File: src/rtl/riscv_intc_pkg.sv
// Shared constants and types for the core interrupt controller and its platform gateway.
package riscv_intc_pkg;

    localparam int NUMINT = 16;

    localparam logic [1:0] INTC_CFG_ENABLE  = 2'd0;
    localparam logic [1:0] INTC_CFG_EDGE    = 2'd1;
    localparam logic [1:0] INTC_CFG_PENDING = 2'd2;
    localparam logic [1:0] INTC_CFG_STATUS  = 2'd3;

    typedef enum logic {
        GW_IDLE   = 1'b0,
        GW_ACTIVE = 1'b1
    } intc_gw_state_t;

endpackage

File: src/rtl/riscv_irq_sync.sv
// Multi-flop synchroniser for a vector of asynchronous lines; each bit is independent.
module riscv_irq_sync #(
    parameter int WIDTH  = 1,
    parameter int STAGES = 2
) (
    input  logic             clk_i,
    input  logic             rstn_i,
    input  logic [WIDTH-1:0] raw,
    output logic [WIDTH-1:0] synced
);

    logic [STAGES-1:0][WIDTH-1:0] stage_reg;

    always_ff @(posedge clk_i or negedge rstn_i) begin
        if (!rstn_i) begin
            stage_reg <= '0;
        end else begin
            stage_reg <= {stage_reg[STAGES-2:0], raw};
        end
    end

    assign synced = stage_reg[STAGES-1];

endmodule

File: src/rtl/riscv_irq_gateway.sv
// Interrupt gateway: synchronises and captures peripheral IRQs, masks them and
// serialises claim/complete so only one source is in service at a time.
module riscv_irq_gateway
    import riscv_intc_pkg::*;
#(
    parameter int NUMINT      = riscv_intc_pkg::NUMINT,
    parameter int SYNC_STAGES = 2
) (
    input  logic                      clk_i,
    input  logic                      rstn_i,
    input  logic [NUMINT-1:0]         irq_src_i,
    input  logic                      cfg_we_i,
    input  logic [1:0]                cfg_addr_i,
    input  logic [NUMINT-1:0]         cfg_wdata_i,
    output logic [NUMINT-1:0]         cfg_rdata_o,
    output logic [NUMINT-1:0]         ext_int_o,
    input  logic                      claim_i,
    output logic [$clog2(NUMINT)-1:0] claim_id_o,
    output logic                      claim_valid_o,
    input  logic                      complete_i,
    input  logic [$clog2(NUMINT)-1:0] complete_id_i,
    output logic                      busy_o
);

    localparam int IDW = $clog2(NUMINT);

    function automatic logic [IDW-1:0] lowest_index(input logic [NUMINT-1:0] vec);
        lowest_index = '0;
        for (int i = NUMINT - 1; i >= 0; i--) begin
            if (vec[i]) lowest_index = IDW'(i);
        end
    endfunction

    logic [NUMINT-1:0] sync_level;
    logic [NUMINT-1:0] prev_reg;
    logic [NUMINT-1:0] enable_reg;
    logic [NUMINT-1:0] edge_reg;
    logic [NUMINT-1:0] pending_reg;
    logic [NUMINT-1:0] pending_next;
    logic [NUMINT-1:0] armed_reg;
    logic [NUMINT-1:0] armed_next;
    logic [NUMINT-1:0] set_vec;
    logic [NUMINT-1:0] request;
    logic [NUMINT-1:0] sw_clr;
    logic [NUMINT-1:0] claim_mask;
    logic [NUMINT-1:0] complete_mask;
    logic [IDW-1:0]    in_service_id_reg;
    intc_gw_state_t    state_reg;
    logic              is_idle;
    logic              do_claim;
    logic              do_complete;

    riscv_irq_sync #(
        .WIDTH (NUMINT),
        .STAGES(SYNC_STAGES)
    ) u_sync (
        .clk_i (clk_i),
        .rstn_i(rstn_i),
        .raw   (irq_src_i),
        .synced(sync_level)
    );

    // A disarmed source (claimed, not yet completed) ignores its line entirely.
    for (genvar gi = 0; gi < NUMINT; gi++) begin : g_capture
        assign set_vec[gi] = armed_reg[gi] &
                             (edge_reg[gi] ? (sync_level[gi] & ~prev_reg[gi]) : sync_level[gi]);
    end

    assign is_idle       = (state_reg == GW_IDLE);
    assign busy_o        = (state_reg == GW_ACTIVE);
    assign request       = pending_reg & enable_reg;
    assign claim_valid_o = is_idle & (|request);
    assign claim_id_o    = lowest_index(request);
    assign ext_int_o     = is_idle ? request : '0;

    assign do_claim      = claim_i & claim_valid_o;
    assign do_complete   = busy_o & complete_i & (complete_id_i == in_service_id_reg);
    assign claim_mask    = do_claim ? (NUMINT'(1) << claim_id_o) : '0;
    assign complete_mask = do_complete ? (NUMINT'(1) << in_service_id_reg) : '0;
    assign sw_clr        = (cfg_we_i && cfg_addr_i == INTC_CFG_PENDING) ? cfg_wdata_i : '0;

    // Hardware set beats a software clear; the claim clear beats both.
    assign pending_next  = ((pending_reg & ~sw_clr) | set_vec) & ~claim_mask;
    assign armed_next    = (armed_reg & ~claim_mask) | complete_mask;

    always_ff @(posedge clk_i or negedge rstn_i) begin
        if (!rstn_i) begin
            prev_reg    <= '0;
            pending_reg <= '0;
            armed_reg   <= '1;
            enable_reg  <= '0;
            edge_reg    <= '0;
        end else begin
            prev_reg    <= sync_level;
            pending_reg <= pending_next;
            armed_reg   <= armed_next;
            if (cfg_we_i && cfg_addr_i == INTC_CFG_ENABLE) enable_reg <= cfg_wdata_i;
            if (cfg_we_i && cfg_addr_i == INTC_CFG_EDGE)   edge_reg   <= cfg_wdata_i;
        end
    end

    always_ff @(posedge clk_i or negedge rstn_i) begin
        if (!rstn_i) begin
            state_reg         <= GW_IDLE;
            in_service_id_reg <= '0;
        end else begin
            case (state_reg)
                GW_IDLE: begin
                    if (do_claim) begin
                        state_reg         <= GW_ACTIVE;
                        in_service_id_reg <= claim_id_o;
                    end
                end
                GW_ACTIVE: begin
                    if (do_complete) state_reg <= GW_IDLE;
                end
                default: state_reg <= GW_IDLE;
            endcase
        end
    end

    always_comb begin
        cfg_rdata_o = '0;
        case (cfg_addr_i)
            INTC_CFG_ENABLE:  cfg_rdata_o = enable_reg;
            INTC_CFG_EDGE:    cfg_rdata_o = edge_reg;
            INTC_CFG_PENDING: cfg_rdata_o = pending_reg;
            INTC_CFG_STATUS:  cfg_rdata_o = NUMINT'({busy_o, in_service_id_reg});
            default:          cfg_rdata_o = '0;
        endcase
    end

endmodule

File: config.mk
export PLATFORM = sky130hd
export DESIGN_NAME = riscv_irq_gateway
export DESIGN_NICKNAME = d
export VERILOG_FILES = /design/src/rtl/riscv_intc_pkg.sv /design/src/rtl/riscv_irq_sync.sv /design/src/rtl/riscv_irq_gateway.sv
export SDC_FILE = /design/constraint.sdc
export NUM_CORES = 1
export LEC_CHECK = 0
export BUFFER_PORTS_ARGS = -buffer_cell sky130_fd_sc_hd__buf_2
export CAP_MARGIN = 20
export CORE_MARGIN = 1.5
export CORE_UTILIZATION = 31
export CTS_CLUSTER_DIAMETER = 60
export DETAILED_ROUTE_END_ITERATION = 12
export PLACE_DENSITY = 0.59
export SLEW_MARGIN = 40
export SYNTH_ARGS = -nofsm -noshare
export SYNTH_HDL_FRONTEND = slang
export SYNTH_HIERARCHICAL = 1
export SYNTH_SLANG_ARGS = --single-unit
File: constraint.sdc
create_clock -name clk_i -period 3.7 [get_ports clk_i]
set_clock_uncertainty 0.05 [all_clocks]
set_input_delay 0.555 -clock clk_i [delete_from_list [all_inputs] [get_ports clk_i]]
set_output_delay 0.555 -clock clk_i [all_outputs]
set_load 0.02 [all_outputs]
==> results.sh, run 1 <==
export IMPL_final_nets=551
export IMPL_synth_area_leader_cell="dfrtp_1"
export IMPL_cp_max_fo=5
export IMPL_fin_crit_sh_pct=77.1
export IMPL_die_area_sq_um=17000
export IMPL_syn2layout_area_growth_pct=21.9
export IMPL_first_pass_iters=4
export IMPL_antenna_found_initial=0
export IMPL_postSynthCellCount=431
export IMPL_start_util_pct=31.8
export IMPL_synthArstFlopShare_pct=100
export IMPL_crit_type="register to output port"
export IMPL_ys_flop_type="dfrtp_1"
export IMPL_swShare_pct=33.5
export IMPL_ir_drop_mv=0.347
export IMPL_htree_levels=4
export IMPL_cts_buffer_depth=2
export IMPL_hold_class="input port to asynchronous set/reset pin"
export IMPL_wire_per_inst_um=18.9
export IMPL_synth_edf_count=0
export IMPL_num_rows=46
export IMPL_internal_power_w=0.00281
export IMPL_fmaxAchievable_ghz=0.350
export IMPL_startpoint_type="register"
export IMPL_cts_buffers=17
export IMPL_p_switching_w=0.00141
export IMPL_cts_sinks=117
export IMPL_dp_slack_ps=1160
export IMPL_postCtsSetupBuffers=0
export IMPL_synth_top_area_share_pct=50.1
export IMPL_fillers=1618
export IMPL_crit_slowest_cell="dfrtp_1"
export IMPL_route_detailed_drc=0
export IMPL_ys_types=46
export IMPL_r2r_start="enable_reg[6]$_DFFE_PN0P_"
export IMPL_avgSynthCellArea_sq_um=11.7
export IMPL_grt_start_max_net_pins=70
export IMPL_worstPathArrival_ps=2250
export IMPL_slew_headroom_pct=46.4
export IMPL_ys_seq_area_share_pct=58.4
export IMPL_worstMarginPinSlew_ps=805
export IMPL_fin_ws_ps=847
export IMPL_powerDensity_nw_per_um2=686
export IMPL_maxCapViolations=0
export IMPL_fin_crit_ps=2850
export IMPL_p_leak_nw=2.78
export IMPL_p_seq_share_pct=40.7
export IMPL_worstSkewPairLatency_ps=420
export IMPL_comb_power_share_pct=23.8
export IMPL_drt_iter0_drc=242
export IMPL_port_buffers=80
export IMPL_gp_congestion=0.892
export IMPL_setup_viol=0
export IMPL_ys_warn_count=6
export IMPL_die_h_um=131
export IMPL_cts_tree="done"
export IMPL_crit_family="compound AO/OA/AOI/OAI gates"
export IMPL_syn_area_sq_um=5040
export IMPL_syn_num_nets=474
export IMPL_ant_nets=0
export IMPL_via_per_inst=5.04
export IMPL_drive_above_1_share_pct=32.5
export IMPL_finalSetupTns_ps=0
export IMPL_ctsResizeCount=0
export IMPL_grt_pass1_wl_um=21700
export IMPL_dr_total_vias=3708
export IMPL_ctsHoldBuffers=0
export IMPL_final_common_cell="dfrtp_1"
export IMPL_clkSlewWorstSetupHoldPaths_ps=50
export IMPL_critPathCaptureType="output port"
export IMPL_core_sq_um=15900
export IMPL_report_final_slew_viol_count=0
export IMPL_cpPeakStageDelay_ps=440
export IMPL_drt_wl_total_um=13900
export IMPL_status="complete, no violations"
export IMPL_worstPathRequired_ps=3090
export IMPL_grt_pass1_vias=3902
export IMPL_cp_buffers_inverters=1
export IMPL_rsz0062_at_grt="false"
export IMPL_overflow=0
export IMPL_antenna_cells=0
export IMPL_clockPowerShare_pct=35.5
export IMPL_ys_seq_elements=117
export IMPL_cp_startpoint="enable_reg[10]$_DFFE_PN0P_"
export IMPL_cp_cell_sequence="a22oi_1, nand3_1, o21a_1, nor3_1, buf_2"
export IMPL_final_cell_mix="dfrtp_1, buf_2, nand2_1, mux2_2, a21oi_1"
export IMPL_clockRootBuffer="clkbuf_16"
export IMPL_finalHoldViolations=0
export IMPL_place_hpwl_um=9910
export IMPL_synth_area_leaders="dfrtp_1, dfstp_2, mux2_2, nand2_1, a32oi_1"
export IMPL_io_pins=81
export IMPL_grtUsageTotal_pct=17.6
export IMPL_die_x_um=131
==> logic make-up (layout without fill, tap and decap cells) <==
| logic type | Yosys count | count (layout) | synth area share, % |
|---|---|---|---|
| AO/OA/AOI/OAI | 93 | 93 | 12.5 |
| XOR/XNOR | 4 | 4 | 0.695 |
| buffers and inverters | 40 | 129 | 4.27 |
| flip-flops | 117 | 117 | 58.4 |
| multiplexers | 51 | 51 | 12.2 |
| AND/OR/NAND/NOR | 126 | 126 | 11.8 |
==> area by class of cell <==
type	instances	area [sq um]	share of cell area, %
clock buffer	25	475	7.73
clock inverter	6	55.1	0.895
inverter	11	41.3	0.672
multi-input combinational	274	1890	30.7
sequential	117	2950	47.9
tap	216	270	4.40
timing repair buffer	87	472	7.67
==> synthesized netlist by cell type, drive strengths merged (3+ instances only) <==
library cell / n
nor2b: 9
clkbuf: 8
nor3: 7
mux2: 35
nor2: 19
nand2: 71
dfstp: 16
dfrtp: 101
mux4: 5
xor2: 3
inv: 11
nand3: 4
a32oi: 17
a32o: 4
mux2i: 11
a22o: 5
buf: 21
o21ai: 24
a22oi: 12
a21oi: 22
and2: 4
==> worst paths after layout <==
kind	to	slack, ps	depth (start not counted)
hold reg to reg	u_sync/synced[3]$_DFF_PN0_	300	0
hold / removal	u_sync/synced[10]$_DFF_PN0_	90	1
setup reg to reg	armed_reg[11]$_DFF_PN1_	1420	6
min in group clk_i	u_sync/stage_reg[2]$_DFF_PN0_	190	1
setup / recovery	claim_id_o[2]	850	5
max in group asynchronous	armed_reg[2]$_DFF_PN1_	2780	2
==> worst register-to-register path, cell delays in order (launching register included) <==
cell and delay (ps):
dfrtp_1 410, a22oi_2 290, nor2b_4 280, nand4_4 180
nor3_1 680, nand2_1 110, a32o_1 220
==> stage by stage <==
stage / instance area (sq um) / instances / total power (W) / utilization (%) / hold slack [ps]
after floorplan: 5040 / 431 / 0.00233 / - / 209
after global placement: 5610 / 705 / 0.00270 / 35.3 / 282
after detailed placement: 5620 / 705 / 0.00274 / 35.4 / 285
after CTS: 6150 / 736 / 0.00424 / 38.7 / 105
after global routing: 6150 / 736 / 0.00442 / 38.7 / 134
final: 6150 / 736 / 0.00422 / 38.7 / 90.1
==> metal layers <==
metal  routed length (um)  GRT usage [%]  share of wire (%)
met5                    0              0                  0
met4                  448           9.11                3.2
met3                  674           4.56                4.8
met2                 6670           27.9                 48
met1                 6150           22.2                 44
==> power by group through the flow <==
stage / sequential, W / combinational (W) / clock [W]
3_3_place_gp: 0.00172 / 0.000982 / 0
6_report: 0.00172 / 0.00101 / 0.00150
2_1_floorplan: 0.00162 / 0.000712 / 0
5_1_grt: 0.00175 / 0.00109 / 0.00158
4_1_cts: 0.00172 / 0.00101 / 0.00152
3_5_place_dp: 0.00174 / 0.00100 / 0
Note: power is estimated with default switching activity, not from simulation.
==> run 2: changes to the inputs <==
clock period = 2.8 ns   (was 3.7 ns; I/O delays follow)
==> run 2 against run 1 <==
The run now ends with hold timing left. Power rose by 42%. Final cell count rose by 1.4%. Wire length rose by 2.1%. Clock power rose by 58%. Core utilization rose by 1.2 points. Combinational power rose by 39%. Global-route usage rose by 0.19 points. Via count rose by 2.6%. Register-to-register slack got worse by 900 ps. First-iteration DRC count rose by 31%. Design area rose by 3.2%. Count of clock-buffer cells in the layout fell by 1.
==> results.sh, run 2 (same netlist as run 1, synthesis figures left out) <==
export IMPL_status="finished, violations left"
export IMPL_violations="hold timing"
export IMPL_slew_headroom_pct=50.6
export IMPL_ctsHoldBuffers=0
export IMPL_final_common_cell="dfrtp_1"
export IMPL_start_util_pct=31.8
export IMPL_startpoint_type="register"
export IMPL_fin_cells=746
export IMPL_cts_buffer_depth=2
export IMPL_antenna_cells=0
export IMPL_cts_sinks=117
export IMPL_io_pins=81
export IMPL_die_area_sq_um=17000
export IMPL_route_detailed_drc=0
export IMPL_crit_type="register to output port"
export IMPL_drt_iter0_drc=316
export IMPL_finalSetupTns_ps=0
export IMPL_worstPathArrival_ps=2190
export IMPL_cts_tree="done"
export IMPL_hold_class="input port to asynchronous set/reset pin"
export IMPL_final_cell_mix="dfrtp_1, buf_2, nand2_1, mux2_2, a21oi_1"
export IMPL_drive_above_1_share_pct=34.5
export IMPL_fmaxAchievable_ghz=0.376
export IMPL_grt_start_max_net_pins=53
export IMPL_drt_wl_total_um=14200
export IMPL_clockRootBuffer="clkbuf_16"
export IMPL_via_per_inst=5.10
export IMPL_postCtsSetupBuffers=0
export IMPL_fin_util_pct=39.9
export IMPL_cp_max_fo=4
export IMPL_dr_total_vias=3804
export IMPL_htree_levels=4
export IMPL_worstMarginPinSlew_ps=742
export IMPL_ant_nets=0
export IMPL_grtUsageTotal_pct=17.7
export IMPL_wire_per_inst_um=19.1
export IMPL_fillers=1553
export IMPL_hold_ws_ps=-3.81
export IMPL_rsz0062_at_grt="false"
export IMPL_ctsResizeCount=0
export IMPL_critPathCaptureType="output port"
export IMPL_cts_buffers=17
export IMPL_die_h_um=131
export IMPL_gp_congestion=0.910
export IMPL_dp_cells=714
export IMPL_grt_pass1_vias=3869
export IMPL_num_rows=46
export IMPL_core_sq_um=15900
export IMPL_antenna_found_initial=0
export IMPL_syn2layout_area_growth_pct=25.8
export IMPL_die_x_um=131
export IMPL_ir_drop_mv=0.461
export IMPL_worstPathRequired_ps=2330
export IMPL_r2r_slack_ps=520
export IMPL_worstSkewPairLatency_ps=410
export IMPL_grt_pass1_wl_um=22200
export IMPL_report_final_slew_viol_count=0
export IMPL_first_pass_iters=5
export IMPL_final_nets=560
export IMPL_finalHoldViolations=3
export IMPL_p_leak_nw=2.88
export IMPL_maxCapViolations=0
export IMPL_overflow=0
export IMPL_powerDensity_nw_per_um2=948
export IMPL_place_hpwl_um=10100
export IMPL_clkSlewWorstSetupHoldPaths_ps=60
export IMPL_fin_crit_sh_pct=95.1
export IMPL_setup_viol=0
export IMPL_fin_crit_ps=2660
export IMPL_port_buffers=80
==> run 2: cell count changes in the layout (fill, tap and decap cells not counted), sizes merged <==
cell | before | now
buf | 87 | 96
bufinv | 1 | 4
clkinv | 5 | 3
clkbuf | 25 | 24
clkinvlp | 0 | 1
==> run 2: final timing paths <==
kind / start / endpoint / depth (start not counted)
worst max-delay path: pending_reg[11]$_DFF_PN0_ / claim_id_o[0] / 6
worst min-delay path: rstn_i / u_sync/stage_reg[6]$_DFF_PN0_ / 1
worst max register to register: pending_reg[11]$_DFF_PN0_ / pending_reg[14]$_DFF_PN0_ / 6
worst min register to register: u_sync/stage_reg[2]$_DFF_PN0_ / u_sync/synced[2]$_DFF_PN0_ / 0
max in group asynchronous: rstn_i / armed_reg[1]$_DFF_PN1_ / 2
min in group clk_i: irq_src_i[9] / u_sync/stage_reg[9]$_DFF_PN0_ / 1
==> run 2: critical path: stages, from the launching register on <==
cell and delay [ps]:
dfrtp_1 420, nand2_1 180, o211ai_1 160, a221oi_1 500
nand4bb_1 230, nand2_1 110, buf_2 190
==> run 2: report_power, final <==
group	total (W)	switching, W	leakage, nW	internal [W]
Sequential	0.00224	0.000281	1.34	0.00196
Combinational	0.00140	0.000876	1.22	0.000521
Clock	0.00237	0.000747	0.322	0.00163
Total	0.00601	0.00190	2.88	0.00411
==> run 2: metrics by stage <==
stage	total power, W	worst slack [ps]	cell area, sq um
floorplan	0.00308	591	5040
global placement	0.00361	532	5690
detailed placement	0.00364	546	5690
CTS	0.00605	126	6340
global route	0.00628	36.5	6340
finish	0.00601	138	6340
==> run 2: area by class of cell <==
type                    instances  area [sq um]  share of cell area [%]
multi-input cells             274          1880                    29.7
well taps                     216           270                    4.26
repair buffers                 96           548                    8.64
clock inverters                 8           143                    2.25
inverters                      11          41.3                   0.651
flip-flops and latches        117          2950                    46.5
clock buffers                  24           512                    8.07
==> run 2: per-layer routing <==
metal	share of wire, %	wire (um)	vias to the layer above	GRT usage, %
met1	44	6260	1943	23.4
li1	-	-	1714	-
met4	2.1	295	0	7.63
met3	4.9	701	26	3.79
met2	49	6970	121	28.4
met5	0	0	-	0
==> run 3: changes to the inputs <==
SETUP_SLACK_MARGIN = 0.3   (was unset)
clock period = 3.1 ns   (was 2.8 ns; I/O delays follow)
==> run 3 against run 2 <==
The flow now finishes without violations. First-iteration DRC count shrank 33%. Sequential power shrank 9.8%. Register-to-register slack gained 340 ps. Power shrank 13%. Via count shrank 2.6%. Wire length shrank 1.8%. Combinational power shrank 12%. Die area is the same. Sequential cell count is the same. Sequential share of layout area grew 0.75 points.
==> results.sh, run 3 (same netlist as run 1, synthesis figures left out) <==
export IMPL_antenna_cells=0
export IMPL_ctsResizeCount=0
export IMPL_fin_crit_sh_pct=87.9
export IMPL_finalSetupTns_ps=0
export IMPL_cp_buffers_inverters=1
export IMPL_place_hpwl_um=10000
export IMPL_clockRootBuffer="clkbuf_16"
export IMPL_wire_per_inst_um=18.9
export IMPL_grtUsageTotal_pct=17.7
export IMPL_postCtsSetupBuffers=0
export IMPL_swShare_pct=32.3
export IMPL_rsz0062_at_grt="false"
export IMPL_maxCapViolations=0
export IMPL_fmaxAchievable_ghz=0.367
export IMPL_ant_nets=0
export IMPL_antenna_found_initial=0
export IMPL_clkSlewWorstSetupHoldPaths_ps=50
export IMPL_slew_headroom_pct=47.6
export IMPL_drt_iter0_drc=212
export IMPL_route_detailed_drc=0
export IMPL_cts_buffer_depth=2
export IMPL_core_sq_um=15900
export IMPL_comb_power_share_pct=23.5
export IMPL_dp_cells=709
export IMPL_report_final_slew_viol_count=0
export IMPL_cp_cell_sequence="a22oi_1, nand3_1, o21a_1, nor3_1, buf_2"
export IMPL_fin_cells=741
export IMPL_cts_tree="done"
export IMPL_start_util_pct=31.8
export IMPL_grt_pass1_vias=3927
export IMPL_p_leak_nw=2.82
export IMPL_setup_viol=0
export IMPL_die_x_um=131
export IMPL_finalHoldViolations=0
export IMPL_ctsHoldBuffers=0
export IMPL_status="complete, no violations"
export IMPL_htree_levels=4
export IMPL_critPathCaptureType="output port"
export IMPL_crit_type="register to output port"
export IMPL_fin_ws_ps=376
export IMPL_p_switching_w=0.00169
export IMPL_dr_total_vias=3704
export IMPL_cp_max_fo=5
export IMPL_grt_start_max_net_pins=54
export IMPL_fin_crit_ps=2720
export IMPL_multi_input_area_sq_um=1880
export IMPL_clockPowerShare_pct=37.9
export IMPL_powerDensity_nw_per_um2=839
export IMPL_final_nets=555
export IMPL_gp_congestion=0.888
export IMPL_die_area_sq_um=17000
export IMPL_overflow=0
export IMPL_hold_class="input port to asynchronous set/reset pin"
export IMPL_num_rows=46
export IMPL_worstPathArrival_ps=2210
export IMPL_ir_drop_mv=0.395
export IMPL_final_common_cell="dfrtp_1"
export IMPL_startpoint_type="register"
export IMPL_seqCellArea_sq_um=2950
export IMPL_syn2layout_area_growth_pct=23.7
export IMPL_internal_power_w=0.00355
export IMPL_p_seq_share_pct=38.6
export IMPL_dp_slack_ps=724
export IMPL_first_pass_iters=5
export IMPL_worstMarginPinSlew_ps=779
export IMPL_worstSkewPairLatency_ps=410
export IMPL_grt_pass1_wl_um=21900
export IMPL_port_buffers=80
export IMPL_die_h_um=131
export IMPL_cts_sinks=117
export IMPL_worstPathRequired_ps=2580
export IMPL_via_per_inst=5.00
export IMPL_drt_wl_total_um=14000
export IMPL_cts_buffers=17
export IMPL_finalPower_w=0.00524
export IMPL_fin_util_pct=39.3
export IMPL_fillers=1588
export IMPL_final_cell_mix="dfrtp_1, buf_2, nand2_1, mux2_2, a21oi_1"
export IMPL_crit_family="simple AND/OR/NAND/NOR gates"
export IMPL_drive_above_1_share_pct=33.5
export IMPL_cpPeakStageDelay_ps=430
export IMPL_io_pins=81
export IMPL_crit_slowest_cell="dfrtp_1"
run 3: cell types whose count changed in the layout (fill, tap and decap cells not counted), sizes merged:
cell	delta
clkinv	+1
clkbuf	-1
buf	-5
bufinv	-1
clkinvlp	+1
run 3: path summary, 6_finish.rpt:
check	start	endpoint	slack, ps	cells after the start
setup / recovery	enable_reg[10]$_DFFE_PN0P_	claim_id_o[2]	380	5
hold / removal	rstn_i	u_sync/stage_reg[6]$_DFF_PN0_	40	1
setup reg to reg	enable_reg[0]$_DFFE_PN0P_	armed_reg[7]$_DFF_PN1_	860	6
hold reg to reg	u_sync/stage_reg[13]$_DFF_PN0_	u_sync/synced[13]$_DFF_PN0_	300	0
max in group asynchronous	rstn_i	prev_reg[12]$_DFF_PN0_	2170	2
min in group clk_i	irq_src_i[8]	u_sync/stage_reg[8]$_DFF_PN0_	100	1
run 3: power groups by stage:
stage               Clock [W]  Combinational, W  Sequential [W]
finish                0.00199           0.00123         0.00202
global route          0.00210           0.00134         0.00205
CTS                   0.00203           0.00124         0.00201
detailed placement          0           0.00124         0.00204
global placement            0           0.00121         0.00203
floorplan                   0          0.000849         0.00193
run 3: area by class of cell:
class / instances / area share, %
Inverter: 11 / 0.662
Clock inverter: 9 / 2.00
Tap cell: 216 / 4.33
Multi-Input combinational cell: 274 / 30.1
Timing Repair Buffer: 91 / 7.98
Sequential cell: 117 / 47.2
Clock buffer: 23 / 7.66
run 3: through the flow:
| stage | hold slack (ps) | cell area (sq um) |
|---|---|---|
| floorplan | 119 | 5040 |
| global placement | 283 | 5640 |
| detailed placement | 286 | 5640 |
| CTS | 66.8 | 6240 |
| global route | 82.8 | 6240 |
| finish | 41.5 | 6240 |
run 3: metal layers:
metal  wire (um)  up-vias  GRT usage [%]
li1            -     1698              -
met1        6010     1874           21.9
met2        6900      112           29.1
met3         831       20           5.66
met4         228        0           6.72
met5           0        -              0
